File: src/rtl/fsm_autos.sv
// Parking-lot gate direction detector: tracks two adjacent beam sensors and
// emits one registered pulse per completed car entry (carIn) or exit (carOut).
module fsm_autos (
    input  logic clk,
    input  logic reset,
    input  logic sensor_a,
    input  logic sensor_b,
    output logic carIn,
    output logic carOut
);

    // state | meaning
    // ------+---------------------------------------------------------------
    // IDLE  | both beams clear, no passage in progress
    // IN1   | entry started: outer beam only (AB=10)
    // IN2   | entry midway: both beams blocked (AB=11)
    // IN3   | entry ending: inner beam only (AB=01); 00 completes the entry
    // OUT1  | exit started: inner beam only (AB=01)
    // OUT2  | exit midway: both beams blocked (AB=11)
    // OUT3  | exit ending: outer beam only (AB=10); 00 completes the exit
    // FAULT | anomalous pattern seen; wait for both beams clear
    typedef enum logic [2:0] {
        IDLE  = 3'd0,
        IN1   = 3'd1,
        IN2   = 3'd2,
        IN3   = 3'd3,
        OUT1  = 3'd4,
        OUT2  = 3'd5,
        OUT3  = 3'd6,
        FAULT = 3'd7
    } state_t;

    state_t     state_q, state_d;
    logic       car_in_q, car_in_d;
    logic       car_out_q, car_out_d;
    logic [1:0] ab;

    assign ab = {sensor_a, sensor_b};

    always_ff @(posedge clk) begin
        if (reset) begin
            state_q   <= IDLE;
            car_in_q  <= 1'b0;
            car_out_q <= 1'b0;
        end else begin
            state_q   <= state_d;
            car_in_q  <= car_in_d;
            car_out_q <= car_out_d;
        end
    end

    // Pulses are decided here but only appear after the output flops load them.
    always_comb begin
        state_d   = state_q;
        car_in_d  = 1'b0;
        car_out_d = 1'b0;
        case (state_q)
            IDLE: begin
                case (ab)
                    2'b10:   state_d = IN1;
                    2'b01:   state_d = OUT1;
                    2'b11:   state_d = FAULT;
                    default: state_d = IDLE;
                endcase
            end
            IN1: begin
                case (ab)
                    2'b11:   state_d = IN2;
                    2'b00:   state_d = IDLE;
                    2'b01:   state_d = FAULT;
                    default: state_d = IN1;
                endcase
            end
            IN2: begin
                case (ab)
                    2'b01:   state_d = IN3;
                    2'b10:   state_d = IN1;
                    2'b00:   state_d = FAULT;
                    default: state_d = IN2;
                endcase
            end
            IN3: begin
                case (ab)
                    2'b00: begin
                        state_d  = IDLE;
                        car_in_d = 1'b1;
                    end
                    2'b11:   state_d = IN2;
                    2'b10:   state_d = FAULT;
                    default: state_d = IN3;
                endcase
            end
            OUT1: begin
                case (ab)
                    2'b11:   state_d = OUT2;
                    2'b00:   state_d = IDLE;
                    2'b10:   state_d = FAULT;
                    default: state_d = OUT1;
                endcase
            end
            OUT2: begin
                case (ab)
                    2'b10:   state_d = OUT3;
                    2'b01:   state_d = OUT1;
                    2'b00:   state_d = FAULT;
                    default: state_d = OUT2;
                endcase
            end
            OUT3: begin
                case (ab)
                    2'b00: begin
                        state_d   = IDLE;
                        car_out_d = 1'b1;
                    end
                    2'b11:   state_d = OUT2;
                    2'b01:   state_d = FAULT;
                    default: state_d = OUT3;
                endcase
            end
            FAULT: begin
                if (ab == 2'b00) state_d = IDLE;
            end
            default: state_d = IDLE;
        endcase
    end

    assign carIn  = car_in_q;
    assign carOut = car_out_q;

endmodule

File: config.mk
export PLATFORM = sky130hd
export DESIGN_NAME = fsm_autos
export DESIGN_NICKNAME = d
export VERILOG_FILES = /design/src/rtl/fsm_autos.sv
export SDC_FILE = /design/constraint.sdc
export NUM_CORES = 1
export LEC_CHECK = 0
export BUFFER_PORTS_ARGS = -buffer_cell sky130_fd_sc_hd__buf_2
export CAP_MARGIN = 40
export CORE_AREA = 2 2 39 41
export DETAILED_ROUTE_END_ITERATION = 6
export DIE_AREA = 0 0 41 43
export HOLD_SLACK_MARGIN = 0.02
export PLACE_DENSITY_LB_ADDON = 0.12
export SYNTH_ARGS = -nofsm -noshare
export SYNTH_HDL_FRONTEND = slang
export SYNTH_SLANG_ARGS = --single-unit
File: constraint.sdc
create_clock -name clk -period 4.45 [get_ports clk]
set_clock_uncertainty 0.05 [all_clocks]
set_input_delay 0.6675 -clock clk [delete_from_list [all_inputs] [get_ports clk]]
set_output_delay 0.6675 -clock clk [all_outputs]
set_load 0.03 [all_outputs]
==> PnR_summary.wiki, run 1 <==
{| class="wikitable"
! Metric !! Value
|-
| Critical Path Sink || state_q[2]
|-
| Reg-to-reg critical path endpoint || state_q[1]
|-
| Worst reg2reg setup slack || 3.05 ns
|-
| Number of slew-limit violations in the final report || 0
|-
| Ant. Diodes || 0
|-
| Area contributors post-synth || sky130_fd_sc_hd__dfxtp_1 23%, sky130_fd_sc_hd__ha_1 23%, sky130_fd_sc_hd__inv_1 5.2%, sky130_fd_sc_hd__mux4_2 5.2%, sky130_fd_sc_hd__a31oi_1 4.3%
|-
| Final setup vio count || 0
|-
| Post-synthesis cell type with the largest combined area || sky130_fd_sc_hd__dfxtp_1
|-
| Via total after detailed routing || 360
|-
| Initial antenna violation count || 0
|-
| Number of cells on the worst reg-to-reg path || 3
|-
| Proportion of layout cells with a drive suffix above 1 || 0.2264
|-
| Syn Std Cell Area || 434.2 µm²
|-
| DRC || 0
|-
| Sum of overflow across all layers after global routing || 0
|-
| Buffer type at the clock tree root || sky130_fd_sc_hd__clkbuf_4
|-
| Die outline width || 41 µm
|-
| Number of clock buffers inserted by TritonCTS || 3
|-
| Critical hold path startpoint || state_q[2]
|-
| CTS tree || yes
|-
| Number of instances resized during post-cts repair || 0
|-
| Count of buffer and inverter cells on the critical path || 2
|-
| Weighted congestion at the end of routability-driven global placement || 0.7323
|-
| Total global-route track usage || 0.1234
|-
| Area inside the core boundary || 0.001384 mm²
|-
| Total placed instance area || 464.2 µm²
|-
| Placement row count || 14
|-
| Number of cells on the critical path || 6
|-
| Largest stage delay on the critical path || 0.46 ns
|-
| H-Tree Level Count || 1
|-
| CP max FO || 5
|-
| Kind of end point of the critical path || flip-flop
|-
| Standard cell with the maximum stage delay on the critical path || sky130_fd_sc_hd__mux4_2
|-
| Outcome || complete, no violations
|-
| Worst Tran Pin Value || 0.4307 ns
|-
| Number of sinks driven by the clock tree || 5
|-
| Clock transition time at the flip-flop clock pins of the worst setup and hold paths || 0.04 ns
|-
| Cell family with the largest share of critical-path delay || multiplexers
|-
| Starting Density || 0.3137
|-
| Later-pin clock latency in the skew report || 0.24 ns
|-
| Proportion of netlist area held by the largest area contributor || 0.2305
|-
| Hold Path Cell Cnt || 2
|-
| HPWL after DPL || 663.8 µm
|-
| Post-CTS setup buffers || 0
|-
| Buffers added on ports || 5
|-
| Final standard cell area without fillers || 490.5 µm²
|-
| Unique cell type count in the Yosys netlist || 25
|-
| Pre-antenna DRT Iters || 2
|-
| Area added between synthesis and finish || 12.97%
|-
| Height of the chip || 43 µm
|-
| Startpoint types || input pin
|-
| Initial DRC count || 1
|-
| Post-layout minimum cycle time || 1.888 ns
|-
| Power per standard cell area || 354.4 mW/mm²
|-
| Worst setup path category || input pin to flip-flop
|-
| Nets || 66
|-
| Crit share post-route || 0.4242
|-
| Via count of the first global-routing pass || 350
|-
| Relative slew margins || 0.7055
|-
| Power consumption || 173.8 µW
|-
| FF+latch count, synth || 5
|-
| Gate count after technology mapping || 47
|-
| Path category of the worst min-delay check || flip-flop to flip-flop
|-
| Final standard cell utilization of the core || 0.3544
|-
| Nets in the synthesized netlist || 59
|-
| Data arrival time at the worst-slack endpoint || 1.97 ns
|-
| Post-detailed-route count of antenna-violating nets || 0
|-
| I/O pins || 6
|-
| Maximum vdd drop || 0.00007590 V
|-
| Final hold violation count || 0
|-
| Sequential share of the synthesized area || 0.2305
|-
| Cts-stage hold buffer count || 0
|-
| Worst setup startpoint || sensor_a
|-
| First-pass GRT wire length || 1483 µm
|-
| Number of vias per cell || 5.217
|-
| Top achievable clock speed || 0.5297 GHz
|-
| Synth warn || 0
|-
| Max-cap violation count || 0
|-
| Max Buffers Root-to-Sink || 2
|-
| Average instance area after synthesis || 9.238 µm²
|-
| Required time at the endpoint of the critical path || 4.53 ns
|-
| Unrepaired setup endpoints after global routing || no
|-
| Largest net degree at the start of global routing || 14
|-
| Post-detailed-route wirelength per cell || 11.77 µm
|-
| Total Die Area || 0.001763 mm²
|-
| Crit-path cells || buf_2 > inv_1 > ha_1 > or2_0 > mux4_2 > o21a_1
|-
| Leakage dissipation || 0.0002076 µW
|-
| Worst flop-to-flop path startpoint || state_q[1]
|-
| Routed wire length || 812 µm
|-
| Summed negative setup slack over all endpoints || 0 ns
|}
flip-flops by register name, indices dropped and copies added, names as in the netlist:
signal	count
carOut	1
state_q	3
carIn	1
tightest hold or removal path, stage by stage, from the launching register on:
cell and delay [ns]:
sky130_fd_sc_hd__dfxtp_1 0.40, sky130_fd_sc_hd__nand2b_1 0.13, sky130_fd_sc_hd__nor3_1 0.04
cells in the final DEF (no fill, tap or decap), types with 2 or more instances in the layout:
cell type                  n
sky130_fd_sc_hd__ha_1      8
sky130_fd_sc_hd__inv_1     6
sky130_fd_sc_hd__dfxtp_1   5
sky130_fd_sc_hd__buf_2     5
sky130_fd_sc_hd__a31oi_1   3
sky130_fd_sc_hd__clkbuf_4  3
sky130_fd_sc_hd__nor2b_1   2
sky130_fd_sc_hd__nand2b_1  2
worst min path at each step:
stage,to,slack [ns]
4_1_cts,carOut,0.56
6_report,carOut,0.57
5_1_grt,state_q[0],0.63
3_3_place_gp,carOut,0.55
3_5_place_dp,carOut,0.56
2_1_floorplan,carIn,0.50
kinds of logic after synthesis:
family          share of synthesized area
compound gates                     0.2277
fa+ha+maj                          0.2306
buf+inv                           0.08644
flops                              0.2306
mux                               0.05187
simple gates                       0.1729
layer usage:
layer  vias up  GRT usage  part of all wire
met2         6     0.1750              0.49
met4         0    0.08000                 0
met1       168     0.1667              0.48
li1        186          -                 -
met5         -          0                 0
met3         0    0.01571             0.022
synth_stat cells:
library cell / count
sky130_fd_sc_hd__a2111oi_1: 1
sky130_fd_sc_hd__dfxtp_1: 5
sky130_fd_sc_hd__o211ai_1: 1
sky130_fd_sc_hd__nor2_1: 1
sky130_fd_sc_hd__nand2b_1: 2
sky130_fd_sc_hd__or3_2: 1
sky130_fd_sc_hd__a211oi_1: 1
sky130_fd_sc_hd__a41oi_1: 1
sky130_fd_sc_hd__nor3_1: 1
sky130_fd_sc_hd__buf_2: 3
sky130_fd_sc_hd__a31oi_1: 3
sky130_fd_sc_hd__ha_1: 8
sky130_fd_sc_hd__o21ba_2: 1
sky130_fd_sc_hd__inv_1: 6
sky130_fd_sc_hd__nor4_1: 1
sky130_fd_sc_hd__mux4_2: 1
sky130_fd_sc_hd__nor4b_1: 1
sky130_fd_sc_hd__o2111ai_1: 1
sky130_fd_sc_hd__a2111o_1: 1
sky130_fd_sc_hd__nand4_1: 1
sky130_fd_sc_hd__or2_0: 1
sky130_fd_sc_hd__nand2_2: 1
sky130_fd_sc_hd__nor2b_1: 2
sky130_fd_sc_hd__o21a_1: 1
sky130_fd_sc_hd__a2111oi_0: 1
power by group:
| part | total, µW | switching [µW] | internal, µW |
|---|---|---|---|
| Sequential | 73.6 | 20.9 | 52.8 |
| Combinational | 48.9 | 22.4 | 26.6 |
| Clock | 51.3 | 17.5 | 33.8 |
| Total | 174 | 60.7 | 113 |
stage by stage:
step / hold WS, ns / worst slack [ns] / instances
4_1_cts: 0.5640 / 2.557 / 69
6_report: 0.5672 / 2.562 / 69
2_1_floorplan: 0.5047 / 2.539 / 47
5_1_grt: 0.6305 / 2.499 / 69
3_3_place_gp: 0.5497 / 2.323 / 65
3_5_place_dp: 0.5637 / 2.309 / 65
layout make-up:
class                   instances  area (µm²)
flip-flops and latches          5       100.1
repair buffers                  5       25.02
fillers                       154       893.4
clock buffers                   4       26.28
multi-input cells              33       296.5
inverters                       6       22.52
well taps                      16       20.02
(Power assumes the default switching activity.)
==> inputs of run 2 (changes only) <==
clock period = 1.85 ns   (was 4.45 ns; I/O delays follow)
==> PnR_summary.wiki, run 2 (same netlist as run 1, synthesis figures left out) <==
{| class="wikitable"
! Metric !! Value
|-
| Hold Crit Endpoint || state_q[0] (was carOut)
|-
| Standard cell with the maximum stage delay on the critical path || sky130_fd_sc_hd__mux4_2 (unchanged)
|-
| Starting Density || 0.3137 (unchanged)
|-
| Most common cell after layout, fill and taps aside || sky130_fd_sc_hd__ha_1 (unchanged)
|-
| Initial DRC count || 8 (was 1)
|-
| Maximum vdd drop || 0.0002301 V (was 0.00007590 V)
|-
| Final hold violation count || 0 (unchanged)
|-
| Data arrival time at the worst-slack endpoint || 1.61 ns (was 1.97 ns)
|-
| Number of sinks driven by the clock tree || 5 (unchanged)
|-
| Buffers added on ports || 5 (unchanged)
|-
| Ant. Diodes || 0 (unchanged)
|-
| Post-CTS setup buffers || 0 (unchanged)
|-
| Weighted congestion at the end of routability-driven global placement || 0.7854 (was 0.7323)
|-
| Relative slew margins || 0.6751 (was 0.7055)
|-
| Count of buffer and inverter cells on the critical path || 2 (unchanged)
|-
| Startpoint types || input pin (unchanged)
|-
| Outcome || complete, no violations (unchanged)
|-
| Later-pin clock latency in the skew report || 0.24 ns (about the same)
|-
| Post-placement worst setup slack || 0.08661 ns (was 2.309 ns)
|-
| Kind of end point of the critical path || flip-flop (unchanged)
|-
| Worst setup path category || input pin to flip-flop (unchanged)
|-
| Die outline width || 41 µm (unchanged)
|-
| Pre-antenna DRT Iters || 4 (was 2)
|-
| Leakage dissipation || 0.0002076 µW (unchanged)
|-
| Largest net degree at the start of global routing || 14 (unchanged)
|-
| Cts-stage hold buffer count || 0 (unchanged)
|-
| Initial antenna violation count || 0 (unchanged)
|-
| Max Buffers Root-to-Sink || 2 (unchanged)
|-
| Total Die Area || 0.001763 mm² (unchanged)
|-
| H-Tree Level Count || 1 (unchanged)
|-
| Critical hold path startpoint || reset (was state_q[2])
|-
| HPWL after DPL || 683.4 µm (was 663.8 µm)
|-
| Buffer type at the clock tree root || sky130_fd_sc_hd__clkbuf_4 (unchanged)
|-
| Number of slew-limit violations in the final report || 0 (unchanged)
|-
| CTS tree || yes (unchanged)
|-
| Top achievable clock speed || 0.6548 GHz
|-
| Routed wire length || 887 µm (was 812 µm)
|-
| Number of instances resized during post-cts repair || 0 (unchanged)
|-
| Placement row count || 14 (unchanged)
|-
| Commonest non-fill, non-tap cells in the layout || 8 x sky130_fd_sc_hd__ha_1, 6 x sky130_fd_sc_hd__inv_1, 5 x sky130_fd_sc_hd__dfxtp_1, 5 x sky130_fd_sc_hd__buf_2 (unchanged)
|-
| Path category of the worst min-delay check || input pin to flip-flop (was flip-flop to flip-flop)
|-
| Via total after detailed routing || 380 (was 360)
|-
| First-pass GRT wire length || 1524 µm (was 1483 µm)
|-
| Crit-path cells || buf_2 > inv_1 > ha_1 > or2_0 > mux4_2 > o21a_1 (unchanged)
|-
| I/O pins || 6 (unchanged)
|-
| Post-detailed-route wirelength per cell || 12.86 µm (was 11.77 µm)
|-
| Worst Tran Pin Value || 0.4750 ns (was 0.4307 ns)
|-
| Height of the chip || 43 µm (unchanged)
|-
| Post-layout minimum cycle time || 1.527 ns
|-
| CP max FO || 5 (unchanged)
|-
| Unrepaired setup endpoints after global routing || no (unchanged)
|-
| Hold Path Cell Cnt || 2 (unchanged)
|-
| Crit share post-route || 0.8255
|-
| Summed negative setup slack over all endpoints || 0 ns (unchanged)
|-
| Clock transition time at the flip-flop clock pins of the worst setup and hold paths || 0.05 ns (was 0.04 ns)
|-
| Number of clock buffers inserted by TritonCTS || 3 (unchanged)
|-
| Largest stage delay on the critical path || 0.46 ns (about the same)
|-
| Area added between synthesis and finish || 12.97% (unchanged)
|-
| Cell family with the largest share of critical-path delay || multiplexers (unchanged)
|-
| Number of cells on the worst reg-to-reg path || 3 (unchanged)
|-
| Area inside the core boundary || 0.001384 mm² (unchanged)
|-
| Total global-route track usage || 0.1264 (was 0.1234)
|-
| Max FFs per register || 3 (unchanged)
|-
| Nets || 66 (unchanged)
|-
| Max-cap violation count || 0 (unchanged)
|-
| Sum of overflow across all layers after global routing || 0 (unchanged)
|-
| PnR worst setup slack || 0.3229 ns (was 2.562 ns)
|-
| Power per standard cell area || 872.3 mW/mm² (was 354.4 mW/mm²)
|-
| Number of vias per cell || 5.507 (was 5.217)
|-
| Post-detailed-route count of antenna-violating nets || 0 (unchanged)
|-
| Worst flop-to-flop path startpoint || state_q[1] (unchanged)
|-
| DRC || 0 (unchanged)
|-
| Register with the highest flop count || state_q (unchanged)
|-
| Final setup vio count || 0 (unchanged)
|-
| Worst reg2reg setup slack || 0.41 ns (was 3.05 ns)
|-
| Reg-to-reg critical path endpoint || state_q[1] (unchanged)
|-
| Proportion of layout cells with a drive suffix above 1 || 0.2264 (unchanged)
|-
| Via count of the first global-routing pass || 352 (was 350)
|-
| Required time at the endpoint of the critical path || 1.93 ns (was 4.53 ns)
|}
## run 2: cell counts in the layout (fill, tap and decap cells not counted)
Identical to the previous run, type by type.
## run 2: report_power, final
group	total, µW	switching (µW)	internal (µW)
Sequential	178	50.9	127
Combinational	123	58.5	64.1
Clock	128	45.9	81.6
Total	428	155	273
## run 2: final cells by class
| type | count | area [µm²] |
|---|---|---|
| Fill cell | 145 | 893.4 |
| Sequential cell | 5 | 100.1 |
| Inverter | 6 | 22.52 |
| Multi-Input combinational cell | 33 | 296.5 |
| Timing Repair Buffer | 5 | 25.02 |
| Clock buffer | 4 | 26.28 |
| Tap cell | 16 | 20.02 |
## run 2: metal layers
| layer | track usage | part of all wire |
|---|---|---|
| met1 | 0.1635 | 0.46 |
| met2 | 0.1969 | 0.50 |
| met3 | 0 | 0.038 |
| met4 | 0.08000 | 0 |
| met5 | 0 | 0 |
## run 2: worst max-delay path by stage
stage / startpoint / to / slack, ns / depth (start not counted)
6_report: sensor_a / state_q[2] / 0.32 / 6
3_3_place_gp: sensor_a / state_q[2] / 0.12 / 6
2_1_floorplan: sensor_a / state_q[2] / 0.33 / 5
5_1_grt: sensor_a / state_q[2] / 0.27 / 6
4_1_cts: sensor_a / state_q[2] / 0.34 / 6
3_5_place_dp: sensor_a / state_q[2] / 0.09 / 6
## run 2: stage by stage
stage               power (µW)  hold slack (ns)  cell area (µm²)  utilization  std cells
finish                   427.9           0.2212            490.5       0.3544         69
detailed placement       297.8           0.4730            464.2       0.3354         65
global route             460.4           0.2204            490.5       0.3544         69
floorplan                273.3           0.2999            434.2            -         47
global placement         294.4           0.4650            464.2       0.3354         65
CTS                      430.2           0.2087            490.5       0.3544         69
==> inputs of run 3 (changes only) <==
ABC_AREA = 1   (was not set)
CORE_AREA = not set   (was 2 2 39 41)
CORE_MARGIN = 2   (was not set)
CORE_UTILIZATION = 35   (was not set)
DIE_AREA = not set   (was 0 0 41 43)
clock period = 1.3 ns   (was 1.85 ns; I/O delays follow)
==> PnR_summary.wiki, run 3 <==
{| class="wikitable"
! Metric !! Value
|-
| Post-placement worst setup slack || -0.003004 ns (was 0.08661 ns)
|-
| DRC || 0 (unchanged)
|-
| Most frequent cell after synthesis || sky130_fd_sc_hd__nand2_1 (was sky130_fd_sc_hd__ha_1)
|-
| Relative slew margins || 0.8410 (was 0.6751)
|-
| Ant. Diodes || 0 (unchanged)
|-
| Synth warn || 0 (unchanged)
|-
| Commonest non-fill, non-tap cells in the layout || 14 x sky130_fd_sc_hd__nand2_1, 12 x sky130_fd_sc_hd__nand3_1, 11 x sky130_fd_sc_hd__inv_1, 8 x sky130_fd_sc_hd__ha_1, 7 x sky130_fd_sc_hd__nor2_1 (was 8 x sky130_fd_sc_hd__ha_1, 6 x sky130_fd_sc_hd__inv_1, 5 x sky130_fd_sc_hd__dfxtp_1, 5 x sky130_fd_sc_hd__buf_2)
|-
| FF+latch count, synth || 5 (unchanged)
|-
| Sum of overflow across all layers after global routing || 0 (unchanged)
|-
| Largest net degree at the start of global routing || 9 (was 14)
|-
| Total instance count after detailed placement || 97 (was 65)
|-
| Number of clock buffers inserted by TritonCTS || 3 (unchanged)
|-
| Later-pin clock latency in the skew report || 0.24 ns (about the same)
|-
| Sw frac || 0.4421 (was 0.3630)
|-
| Area contributors post-synth || sky130_fd_sc_hd__dfxtp_1 19%, sky130_fd_sc_hd__ha_1 19%, sky130_fd_sc_hd__nand3_1 12%, sky130_fd_sc_hd__nand2_1 10%, sky130_fd_sc_hd__inv_1 8.0% (was sky130_fd_sc_hd__dfxtp_1 23%, sky130_fd_sc_hd__ha_1 23%, sky130_fd_sc_hd__inv_1 5.2%, sky130_fd_sc_hd__mux4_2 5.2%, sky130_fd_sc_hd__a31oi_1 4.3%)
|-
| Cts-stage hold buffer count || 0 (unchanged)
|-
| Final hold violation count || 0 (unchanged)
|-
| First-pass GRT wire length || 1807 µm (was 1524 µm)
|-
| Final cell count without fillers || 101 (was 69)
|-
| Worst reg2reg setup slack || 0.12 ns (was 0.41 ns)
|-
| Net switching power || 380.6 µW (was 155.3 µW)
|-
| Startpoint types || flip-flop (was input pin)
|-
| Power per standard cell area || 1419 mW/mm² (was 872.3 mW/mm²)
|-
| Maximum vdd drop || 0.0005496 V (was 0.0002301 V)
|-
| Clock transition time at the flip-flop clock pins of the worst setup and hold paths || 0.04 ns (was 0.05 ns)
|-
| Primary flip-flop cell chosen by synthesis mapping || sky130_fd_sc_hd__dfxtp_1 (unchanged)
|-
| Max Buffers Root-to-Sink || 2 (unchanged)
|-
| Routed wire length || 1030 µm (was 887 µm)
|-
| Number of vias per cell || 5.089 (was 5.507)
|-
| Nets in the synthesized netlist || 87 (was 59)
|-
| Pre-antenna DRT Iters || 4 (unchanged)
|-
| Unrepaired setup endpoints after global routing || no (unchanged)
|-
| Max FFs per register || 3 (unchanged)
|-
| Via count of the first global-routing pass || 450 (was 352)
|-
| CP max FO || 6 (was 5)
|-
| Post-CTS setup buffers || 0 (unchanged)
|-
| Height of the chip || 42.47 µm (was 43 µm)
|-
| Leakage dissipation || 0.0003041 µW (was 0.0002076 µW)
|-
| Crit share post-route || 0.9112
|-
| Post-detailed-route count of antenna-violating nets || 0 (unchanged)
|-
| Initial antenna violation count || 0 (unchanged)
|-
| I/O pins || 6 (unchanged)
|-
| Data arrival time at the worst-slack endpoint || 1.31 ns (was 1.61 ns)
|-
| Area inside the core boundary || 0.001334 mm² (was 0.001384 mm²)
|-
| Die outline width || 42.47 µm (was 41 µm)
|-
| Number of instances resized during post-cts repair || 0 (unchanged)
|-
| Portion of total power attributed to sequential cells || 0.309 (was 0.415)
|-
| Weighted congestion at the end of routability-driven global placement || 0.7859 (was 0.7854)
|-
| Post-layout minimum cycle time || 1.185 ns
|-
| Initial DRC count || 11 (was 8)
|-
| Async S/R FF share, synth || 0 (unchanged)
|-
| Placement row count || 13 (was 14)
|-
| Post-detailed-route wirelength per cell || 10.20 µm (was 12.86 µm)
|-
| Total global-route track usage || 0.1329 (was 0.1264)
|-
| Max-cap violation count || 0 (unchanged)
|-
| Summed negative setup slack over all endpoints || 0 ns (unchanged)
|-
| Outcome || complete, no violations (unchanged)
|-
| Starting Density || 0.3884 (was 0.3137)
|-
| Number of enable flip-flop cells after synthesis || 0 (unchanged)
|-
| Via total after detailed routing || 514 (was 380)
|-
| Gate power share || 0.481 (was 0.287)
|-
| Post-synthesis cell type with the largest combined area || sky130_fd_sc_hd__dfxtp_1 (unchanged)
|-
| Power share of the clock group || 0.209 (was 0.298)
|-
| H-Tree Level Count || 1 (unchanged)
|-
| Required time at the endpoint of the critical path || 1.42 ns (was 1.93 ns)
|-
| Sequential share of the synthesized area || 0.1932 (was 0.2305)
|-
| PnR worst setup slack || 0.1155 ns (was 0.3229 ns)
|-
| Most common cell after layout, fill and taps aside || sky130_fd_sc_hd__nand2_1 (was sky130_fd_sc_hd__ha_1)
|-
| Proportion of layout cells with a drive suffix above 1 || 0.2558 (was 0.2264)
|-
| Buffer type at the clock tree root || sky130_fd_sc_hd__clkbuf_4 (unchanged)
|-
| Final setup vio count || 0 (unchanged)
|-
| CTS tree || yes (unchanged)
|-
| Power consumption || 860.8 µW (was 427.9 µW)
|-
| Filler cells || 139 (was 145)
|-
| Total Die Area || 0.001804 mm² (was 0.001763 mm²)
|-
| Worst setup path category || flip-flop to flip-flop (was input pin to flip-flop)
|-
| Top cells by count, synth || 14 x sky130_fd_sc_hd__nand2_1, 12 x sky130_fd_sc_hd__nand3_1, 11 x sky130_fd_sc_hd__inv_1, 8 x sky130_fd_sc_hd__ha_1, 7 x sky130_fd_sc_hd__nor2_1 (was 8 x sky130_fd_sc_hd__ha_1, 6 x sky130_fd_sc_hd__inv_1, 5 x sky130_fd_sc_hd__dfxtp_1, 3 x sky130_fd_sc_hd__a31oi_1, 3 x sky130_fd_sc_hd__buf_2)
|-
| Path category of the worst min-delay check || input pin to flip-flop (unchanged)
|-
| Buffers added on ports || 5 (unchanged)
|-
| Number of slew-limit violations in the final report || 0 (unchanged)
|-
| Gate count after technology mapping || 75 (was 47)
|-
| Register with the highest flop count || state_q (unchanged)
|-
| Top achievable clock speed || 0.8442 GHz
|-
| Kind of end point of the critical path || flip-flop (unchanged)
|-
| Nets || 99 (was 66)
|-
| Worst Tran Pin Value || 0.2382 ns (was 0.4750 ns)
|-
| Average instance area after synthesis || 6.907 µm² (was 9.238 µm²)
|-
| Number of sinks driven by the clock tree || 5 (unchanged)
|-
| Cell internal pwr || 480.3 µW (was 272.5 µW)
|-
| Area added between synthesis and finish || 17.15% (was 12.97%)
|-
| HPWL after DPL || 841.6 µm (was 683.4 µm)
|-
| Syn Std Cell Area || 518.0 µm² (was 434.2 µm²)
|-
| Unique cell type count in the Yosys netlist || 21 (was 25)
|-
| Proportion of netlist area held by the largest area contributor || 0.1932 (was 0.2305)
|}
## run 3: power groups by stage
stage / clock network, µW / registers, µW / logic [µW]
after CTS: 184 / 257 / 406
after global placement: 0 / 264 / 414
after detailed placement: 0 / 260 / 405
after global routing: 205 / 273 / 466
after floorplan: 0 / 221 / 342
final: 180 / 266 / 414
## run 3: area by class of cell
| type | count | area, µm² | share of cell area |
|---|---|---|---|
| multi-input cells | 56 | 356.6 | 0.5876 |
| repair buffers | 9 | 55.05 | 0.09072 |
| inverters | 12 | 47.55 | 0.07835 |
| well taps | 15 | 18.77 | 0.03093 |
| clock buffers | 4 | 26.28 | 0.04330 |
| flip-flops and latches | 5 | 102.6 | 0.1691 |
## run 3: through the flow
| stage | utilization | hold WS, ns | instance area, µm² |
|---|---|---|---|
| floorplan | - | 0.2141 | 518.0 |
| global placement | 0.4296 | 0.3819 | 573.1 |
| detailed placement | 0.4296 | 0.3793 | 573.1 |
| CTS | 0.4493 | 0.1229 | 599.3 |
| global route | 0.4550 | 0.1050 | 606.8 |
| finish | 0.4550 | 0.1083 | 606.8 |
## run 3: worst paths after layout
kind,from,end,depth (start not counted)
max,state_q[0],state_q[1],6
max reg2reg,state_q[0],state_q[1],6
min,reset,state_q[1],2
min reg2reg,state_q[1],carIn,2
## run 3: routing by layer
layer | GRT usage | up-vias | share of wire
met5 | 0 | - | 0
met1 | 0.1671 | 229 | 0.47
met3 | 0.07759 | 0 | 0.080
met4 | 0.01875 | 0 | 0
met2 | 0.2000 | 22 | 0.45
li1 | - | 263 | -
## run 3: kinds of logic after synthesis
family / count (synthesis) / synth area share
compound gates: 6 / 0.07004
flops: 5 / 0.1932
fa+ha+maj: 8 / 0.1932
simple gates: 42 / 0.4155
buf+inv: 14 / 0.1280
## run 3: critical path, stage by stage, from the launching register on
cell	delay (ns)
sky130_fd_sc_hd__dfxtp_1	0.44
sky130_fd_sc_hd__inv_1	0.12
sky130_fd_sc_hd__nor2_2	0.17
sky130_fd_sc_hd__nand3_1	0.09
sky130_fd_sc_hd__nand3_1	0.09
sky130_fd_sc_hd__nor2_1	0.05
sky130_fd_sc_hd__a21oi_1	0.10
